`src/rtl/multicycle_sequencer.sv`:
```
// multicycle_sequencer: multicycle instruction sequencer with memory-wait timeout and trap handling
module multicycle_sequencer #(
    parameter int TIMEOUT = 8
) (
    input  logic        clk,
    input  logic        reset,
    input  logic [31:0] mem_rdata,
    input  logic        mem_ready,
    input  logic [3:0]  status,
    output logic [31:0] ir,
    output logic        mem_req,
    output logic        mem_we,
    output logic        reg_we,
    output logic        pc_en,
    output logic        pcsrc,
    output logic [2:0]  state,
    output logic        halted,
    output logic [1:0]  fault,
    output logic [31:0] instret
);
    localparam logic [2:0] FETCH = 3'd0, DECODE = 3'd1, EXEC = 3'd2, MEM = 3'd3, WB = 3'd4, TRAP = 3'd5;
    localparam logic [6:0] OP_NOP = 7'b0000000, OP_R = 7'b0110011, OP_I = 7'b0010011,
                           OP_LD = 7'b0000011, OP_ST = 7'b0100011, OP_BR = 7'b1100011;
    logic [2:0] nxt;
    logic [1:0] nfault;
    logic [7:0] wcnt;
    logic [6:0] op;
    logic       expired;
    logic       unused_status;
    assign op = ir[6:0];
    assign expired = !mem_ready && wcnt == 8'(TIMEOUT - 1);
    assign unused_status = ^{status[3], status[1:0]};
    // Strobes are forced low while reset is asserted so an abandoned instruction has no side effects
    assign mem_req = !reset && (state == FETCH || state == MEM);
    assign mem_we  = !reset && state == MEM && op == OP_ST;
    assign reg_we  = !reset && state == WB;
    assign pc_en   = !reset && ((state == DECODE && op == OP_NOP) || (state == EXEC && op == OP_BR) ||
                                (state == MEM && op == OP_ST && mem_ready) || state == WB);
    assign pcsrc   = !reset && state == EXEC && op == OP_BR && status[2];
    assign halted  = !reset && state == TRAP;
    always_comb begin
        nxt = state;
        nfault = fault;
        case (state)
            FETCH: begin
                if (mem_ready) nxt = DECODE;
                else if (expired) begin
                    nxt = TRAP;
                    nfault = 2'b10;
                end
            end
            DECODE: begin
                if (op == OP_NOP) nxt = FETCH;
                else if (op inside {OP_R, OP_I, OP_LD, OP_ST, OP_BR}) nxt = EXEC;
                else begin
                    nxt = TRAP;
                    nfault = 2'b01;
                end
            end
            EXEC: nxt = (op == OP_R || op == OP_I) ? WB : (op == OP_LD || op == OP_ST) ? MEM : FETCH;
            MEM: begin
                if (mem_ready) nxt = (op == OP_LD) ? WB : FETCH;
                else if (expired) begin
                    nxt = TRAP;
                    nfault = 2'b11;
                end
            end
            WB: nxt = FETCH;
            TRAP: nxt = TRAP;
            default: begin
                nxt = TRAP;
                nfault = 2'b01;
            end
        endcase
    end
    always_ff @(posedge clk) begin
        if (reset) begin
            state <= FETCH;
            ir <= '0;
            fault <= '0;
            instret <= '0;
            wcnt <= '0;
        end else begin
            state <= nxt;
            fault <= nfault;
            instret <= instret + 32'(pc_en);
            wcnt <= (nxt == state && (state == FETCH || state == MEM)) ? wcnt + 8'd1 : '0;
            if (state == FETCH && mem_ready) ir <= mem_rdata;
        end
    end
endmodule

```
`config.mk`:
```
export PLATFORM = sky130hd
export DESIGN_NAME = multicycle_sequencer
export DESIGN_NICKNAME = d
export VERILOG_FILES = /design/src/rtl/multicycle_sequencer.sv
export SDC_FILE = /design/constraint.sdc
export NUM_CORES = 1
export LEC_CHECK = 0
export CORE_MARGIN = 5
export CORE_UTILIZATION = 49
export CTS_BUF_LIST = sky130_fd_sc_hd__clkbuf_16
export CTS_CLUSTER_DIAMETER = 80
export DETAILED_ROUTE_END_ITERATION = 6
export GPL_TIMING_DRIVEN = 0
export PLACE_DENSITY_LB_ADDON = 0.12
export SETUP_SLACK_MARGIN = 0.2
export SYNTH_ARGS = -nofsm -noshare
export SYNTH_HDL_FRONTEND = slang
export SYNTH_SLANG_ARGS = --single-unit
```
`constraint.sdc`:
```
create_clock -name clk -period 7.4 [get_ports clk]
set_input_delay 1.48 -clock clk [delete_from_list [all_inputs] [get_ports clk]]
set_output_delay 1.48 -clock clk [all_outputs]
set_load 0.03 [all_outputs]
```
==> summary.txt, run 1 <==
Finish
  • Final nets: 578
  • Fraction of layout cells with a size suffix above 1: 5.91%
  • Area growth syn-to-layout: 45.4%
  • Antenna cell count: 0
  • Final Util: 73.5%

Clock tree
  • H-tree depth: 3
  • Clk_lat worst skew: 0.34 ns
  • Hold Buf Count CTS: 0
  • CTS tree: built
  • Post-CTS sizing: 0
  • TritonCTS Sinks: 77
  • Postcts setup bufs: 0
  • CTS Root Cell: clkbuf_16
  • Clock buffer depth: 2
  • Cts bufs inserted: 9
  • Clock-pin slew on the worst setup and hold paths: 0.06 ns

Timing
  • Final Skew: 0.00640 ns
  • Slew Limit Fails: 0
  • Final Cycle Share: 68.6%
  • Final Hold Viols: 0
  • Achievable Freq: 0.197 GHz
  • Relative slew slack: 50.4%
  • RSZ-0062 raised after global routing: false
  • Worst-Margin Slew: 0.738 ns
  • Setup_tns: 0 ns
  • Final setup viols: 0
  • Post-layout min period: 5.08 ns

Logic synthesis
  • Syn Inst Count: 415
  • Sequential fraction of the synthesis area: 44.9%
  • Yosys warns: 0
  • Avg Cell Area, Syn: 8.27 um^2
  • Top FF cell, synth: dfxtp_1
  • Async SR Flop Fraction: 0%
  • Netlist Area Pre-Place: 3430 um^2
  • Cell variety after synth: 44
  • Post-Syn Nets: 457
  • EDFF count, synth: 0
  • #FFs+latches synth: 77

Critical path
  • Critical path type: in -> out
  • Setup crit end kind: output port
  • Req. time, crit path: 5.92 ns
  • Worst Path Arrival: 3.60 ns
  • CP Max Fanout: 10
  • Startpoint types: input port

Flow run
  • Max Cap Violations: 0

Die
  • I/O pins: 114
  • Rows: 30
  • Initial Utilization: 50.5%
  • Die X-Extent: 93.7 um
  • Core Area: 6790 um^2
  • Die Y: 93.7 um
  • Die Footprint: 8780 um^2

Power
  • PwrDens: 223 nW/um^2
  • Sequential Power Share: 39.9%
  • Switching pwr: 282 uW
  • Logic gate share of total power: 15.0%
  • Clock Power Share: 45.1%
  • Leak: 0.00176 uW
  • Max VDD drop: 133 uV
  • Internal: 831 uW
  • Sw Ratio: 25.3%

GRT
  • Grt total ovfl: 0
  • Largest net degree at the start of global routing: 14
  • GRT Util Overall: 22.6%
  • Vias in the first global route: 3,270
  • First-pass GRT wire length: 15,800 um
  • Initial antenna violation count: 0

Detailed routing
  • DRC: 0
  • Initial DRC Count: 165
  • Post-Route WL: 9700 um
  • Vias: 3,454
  • DR WL/cell: 15.2 um
  • Post-DR vias/cell: 5.42
  • Detail Route Antenna Nets: 0
  • Drt pass-1 iters: 4

Worst hold path
  • Hold Path Class: reg -> reg

Place
  • DP Wirelength: 6890 um
  • Routability Congestion: 0.830
  • IO Port Bufs: 110

Run status
  • Outcome: complete, no violations
==> worst max-delay path, cell delays in order <==
cell and delay, ns:
clkdlybuf4s50_1 0.57, clkbuf_1 0.39, clkbuf_1 0.42, nor3_1 0.12, clkdlybuf4s50_1 0.62
==> state kept, by name, summed over array words and instances (netlist names) <==
name / flops
ir: 32
state: 3
wcnt: 8
fault: 2
instret: 32
==> layer usage <==
metal / track usage, % / vias up / routed length [um]
li1: - / 1713 / -
met1: 27.9 / 1580 / 4040
met2: 36.4 / 137 / 4660
met3: 6.25 / 24 / 768
met4: 10.2 / 0 / 227
met5: 0 / - / 0
==> worst paths after layout <==
kind | from | to | slack (ns) | cells past startpoint
worst max-delay path | reset | mem_req | 2.32 | 5
worst min-delay path | wcnt[0]$_SDFF_PP0_ | wcnt[0]$_SDFF_PP0_ | 0.44 | 1
worst max register to register | state[1]$_SDFF_PP0_ | instret[30]$_SDFF_PP0_ | 3.50 | 10
worst min register to register | wcnt[0]$_SDFF_PP0_ | wcnt[0]$_SDFF_PP0_ | 0.44 | 1
==> stage by stage <==
stage	power, uW	area [um^2]	hold WS (ns)	cells	setup slack [ns]
final	1110	4990	0.438	637	2.32
after global routing	1160	4990	0.455	637	2.17
after CTS	1120	4990	0.442	637	2.33
after detailed placement	621	4650	0.435	621	2.33
after global placement	617	4650	0.422	621	2.31
after floorplan	546	3430	0.413	415	3.06
==> final cells by class <==
type | count | area (um^2)
buffer | 24 | 96.3
clock buffer | 9 | 225
clock inverter | 7 | 114
fill | 518 | 1800
inverter | 3 | 11.3
multi-input combinational | 311 | 1780
sequential | 77 | 1540
tap | 96 | 120
timing repair buffer | 110 | 1100
==> power by group through the flow <==
stage                     registers (uW)  logic (uW)  clock network, uW
final                                444         167                502
after global routing                 447         181                530
after CTS                            444         169                508
after detailed placement             453         168                  0
after global placement               452         165                  0
after floorplan                      483        62.9                  0
==> synthesized netlist by cell type, drive strengths merged (8+ instances only) <==
library cell / count / share of area [%]
a21oi: 50 / 7.3
and3: 8 / 1.5
clkbuf: 18 / 2.0
dfxtp: 77 / 45
nand2: 81 / 8.9
nand3: 15 / 2.3
nor2: 27 / 3.0
nor2b: 15 / 2.7
nor4: 9 / 1.6
o21ai: 9 / 1.3
o31ai: 9 / 2.0
or3: 8 / 1.6
or4: 10 / 2.3
xor2: 10 / 2.6
==> cell usage in the layout, fill, tap and decap left out, types with 3 or more instances in the layout <==
master / instances
xor2_1: 10
or3_1: 7
and4_1: 4
buf_2: 5
nor3b_1: 3
ha_1: 3
clkbuf_16: 9
nor3_1: 6
mux2_2: 6
o21ai_0: 9
nand3_1: 14
dfxtp_1: 77
a31oi_1: 3
or4_1: 9
nor2_1: 27
and3_1: 8
nor2b_1: 15
clkdlybuf4s50_1: 110
a21oi_1: 50
nand2_1: 81
nand4_1: 6
nor4_1: 9
xnor2_1: 7
inv_1: 4
bufinv_16: 3
o31ai_1: 9
clkbuf_1: 18
==> cell families after synthesis <==
group / after synthesis / share of synthesized area (%)
AND/OR/NAND/NOR: 203 / 30.4
XOR/XNOR: 17 / 4.34
adder cells (fa/ha/maj): 3 / 1.09
buffers and inverters: 27 / 3.13
AO/OA/AOI/OAI: 82 / 14.2
flip-flops: 77 / 44.9
multiplexers: 6 / 1.97
(Power assumes the default switching activity.)
==> run 2: changes to the inputs <==
- CORE_UTILIZATION: 49 -> 41
- clock period: 7.4 -> 4.36 ns (I/O delays scaled with it)
==> run 2 against run 1 <==
Sequential cell count is the same. Via count down 1.9%. Clock power increased by 54%. First-iteration DRC count fell by 45%. Power up 62%. Utilization fell by 13 points. Wire length decreased by 4.0%. Combinational power rose by 68%.
==> summary.txt, run 2 (synthesized netlist as in run 1, its figures left out) <==
Timing
  • Setup_tns: 0 ns
  • Final setup viols: 0
  • Post-layout min period: 3.87 ns
  • Slew Limit Fails: 0
  • Final Skew: 0.00603 ns
  • Final Hold Viols: 0
  • Achievable Freq: 0.258 GHz
  • Final Cycle Share: 88.8%
  • Worst-Margin Slew: 0.669 ns
  • Relative slew slack: 55.2%
  • RSZ-0062 raised after global routing: false

Finish
  • Commonest non-fill, non-tap cell in the layout: clkdlybuf4s50_1
  • Design Area, Final: 4970 um^2
  • Fraction of layout cells with a size suffix above 1: 5.93%
  • Area growth syn-to-layout: 44.8%
  • Final nets: 578
  • Antenna cell count: 0
  • Commonest non-fill, non-tap cells in the layout: clkdlybuf4s50_1, nand2_1, dfxtp_1
  • Layout fillers: 702
  • Largest regs: instret (32), ir (32), wcnt (8)

GRT
  • First-pass GRT wire length: 15,200 um
  • GRT Util Overall: 18.3%
  • Vias in the first global route: 3,221
  • Grt total ovfl: 0
  • Initial antenna violation count: 0
  • Largest net degree at the start of global routing: 13

Critical path
  • Critical path type: in -> out
  • FF-to-FF setup slack: 0.65 ns
  • Terminus of the critical flop-to-flop path: instret[30]$_SDFF_PP0_
  • CP Launch Point: reset
  • Crit path to: mem_req
  • Req. time, crit path: 3.49 ns
  • CP Max Fanout: 10
  • Reg2Reg Depth: 10
  • Worst Path Arrival: 3.00 ns
  • Startpoint types: input port
  • RR Startpoint: state[1]$_SDFF_PP0_
  • Setup crit end kind: output port

Place
  • DP Wirelength: 6790 um
  • IO Port Bufs: 110
  • Routability Congestion: 0.872
  • Placed cell areas: 4670 um^2

Die
  • Core Area: 8180 um^2
  • Die Y: 102 um
  • I/O pins: 114
  • Die Footprint: 10,300 um^2
  • Initial Utilization: 42.0%
  • Rows: 33
  • Die X-Extent: 102 um

Run status
  • Outcome: complete, no violations

Clock tree
  • CTS Root Cell: clkbuf_16
  • CTS tree: built
  • Cts bufs inserted: 9
  • Clock buffer depth: 2
  • Clk_lat worst skew: 0.33 ns
  • H-tree depth: 3
  • Postcts setup bufs: 0
  • TritonCTS Sinks: 77
  • Clock-pin slew on the worst setup and hold paths: 0.05 ns
  • Hold Buf Count CTS: 0

Detailed routing
  • Post-Route WL: 9310 um
  • DR WL/cell: 14.4 um
  • Post-DR vias/cell: 5.25
  • Vias: 3,388
  • Detail Route Antenna Nets: 0
  • Drt pass-1 iters: 4
  • DRC: 0
  • Initial DRC Count: 90

Power
  • Max VDD drop: 228 uV
  • Leak: 0.00175 uW
  • PwrDens: 364 nW/um^2

Worst hold path
  • Hold Path Class: reg -> reg

Flow run
  • Max Cap Violations: 0
-- run 2: critical path, stage by stage --
cell and delay (ns):
clkdlybuf4s50_1 0.60, clkbuf_1 0.36, clkbuf_1 0.43, nor3_1 0.12, clkdlybuf4s50_1 0.61
-- run 2: layout make-up --
class,count,area [um^2],share of cell area [%]
multi-input cells,311,1780,35.9
flip-flops and latches,77,1540,31.0
repair buffers,110,1100,22.2
clock buffers,9,225,4.53
well taps,105,131,2.64
plain buffers,24,96.3,1.94
clock inverters,6,78.8,1.59
inverters,3,11.3,0.227
-- run 2: power by group --
part           total [uW]  internal [uW]  leakage [uW]  switching [uW]
Sequential            754            733      0.000626            21.1
Clock                 772            493      0.000152             279
Combinational         281            121      0.000972             160
-- run 2: through the flow --
step	utilization (%)	total power, uW	hold slack [ns]	setup WS (ns)	instances
after global routing	60.8	1880	0.465	0.350	645
after floorplan	-	927	0.413	0.324	415
after global placement	57.1	1050	0.421	0.152	630
after detailed placement	57.1	1050	0.443	0.139	630
after CTS	60.8	1820	0.454	0.416	645
final	60.8	1810	0.452	0.486	645
-- run 2: how the worst min path moves through the flow --
| stage | start | endpoint | slack (ns) | cells past startpoint |
|---|---|---|---|---|
| 2_1_floorplan | wcnt[0]$_SDFF_PP0_ | wcnt[0]$_SDFF_PP0_ | 0.41 | 1 |
| 3_3_place_gp | wcnt[0]$_SDFF_PP0_ | wcnt[0]$_SDFF_PP0_ | 0.42 | 1 |
| 3_5_place_dp | wcnt[0]$_SDFF_PP0_ | wcnt[0]$_SDFF_PP0_ | 0.44 | 1 |
| 4_1_cts | ir[18]$_SDFFE_PP0P_ | ir[18]$_SDFFE_PP0P_ | 0.45 | 2 |
| 5_1_grt | wcnt[0]$_SDFF_PP0_ | wcnt[0]$_SDFF_PP0_ | 0.47 | 1 |
| 6_report | wcnt[0]$_SDFF_PP0_ | wcnt[0]$_SDFF_PP0_ | 0.45 | 1 |
-- run 2: metal layers --
| metal | vias to the layer above | GRT usage, % | routed length (um) |
|---|---|---|---|
| li1 | 1705 | - | - |
| met1 | 1564 | 23.1 | 4060 |
| met2 | 105 | 30.1 | 4440 |
| met3 | 14 | 4.82 | 672 |
| met4 | 0 | 6.85 | 134 |
| met5 | - | 0 | 0 |
-- run 2: timing repair --
action	in CTS	in global routing
endpoints found under the hold margin	0	0
resized for setup	0	1
setup endpoints to repair	0	1
==> run 3: changes to the inputs <==
- CTS_CLUSTER_DIAMETER: 80 -> 50
==> results of run 3 <==
No change in the layout: final DEF, timing and power equal those of run 2.
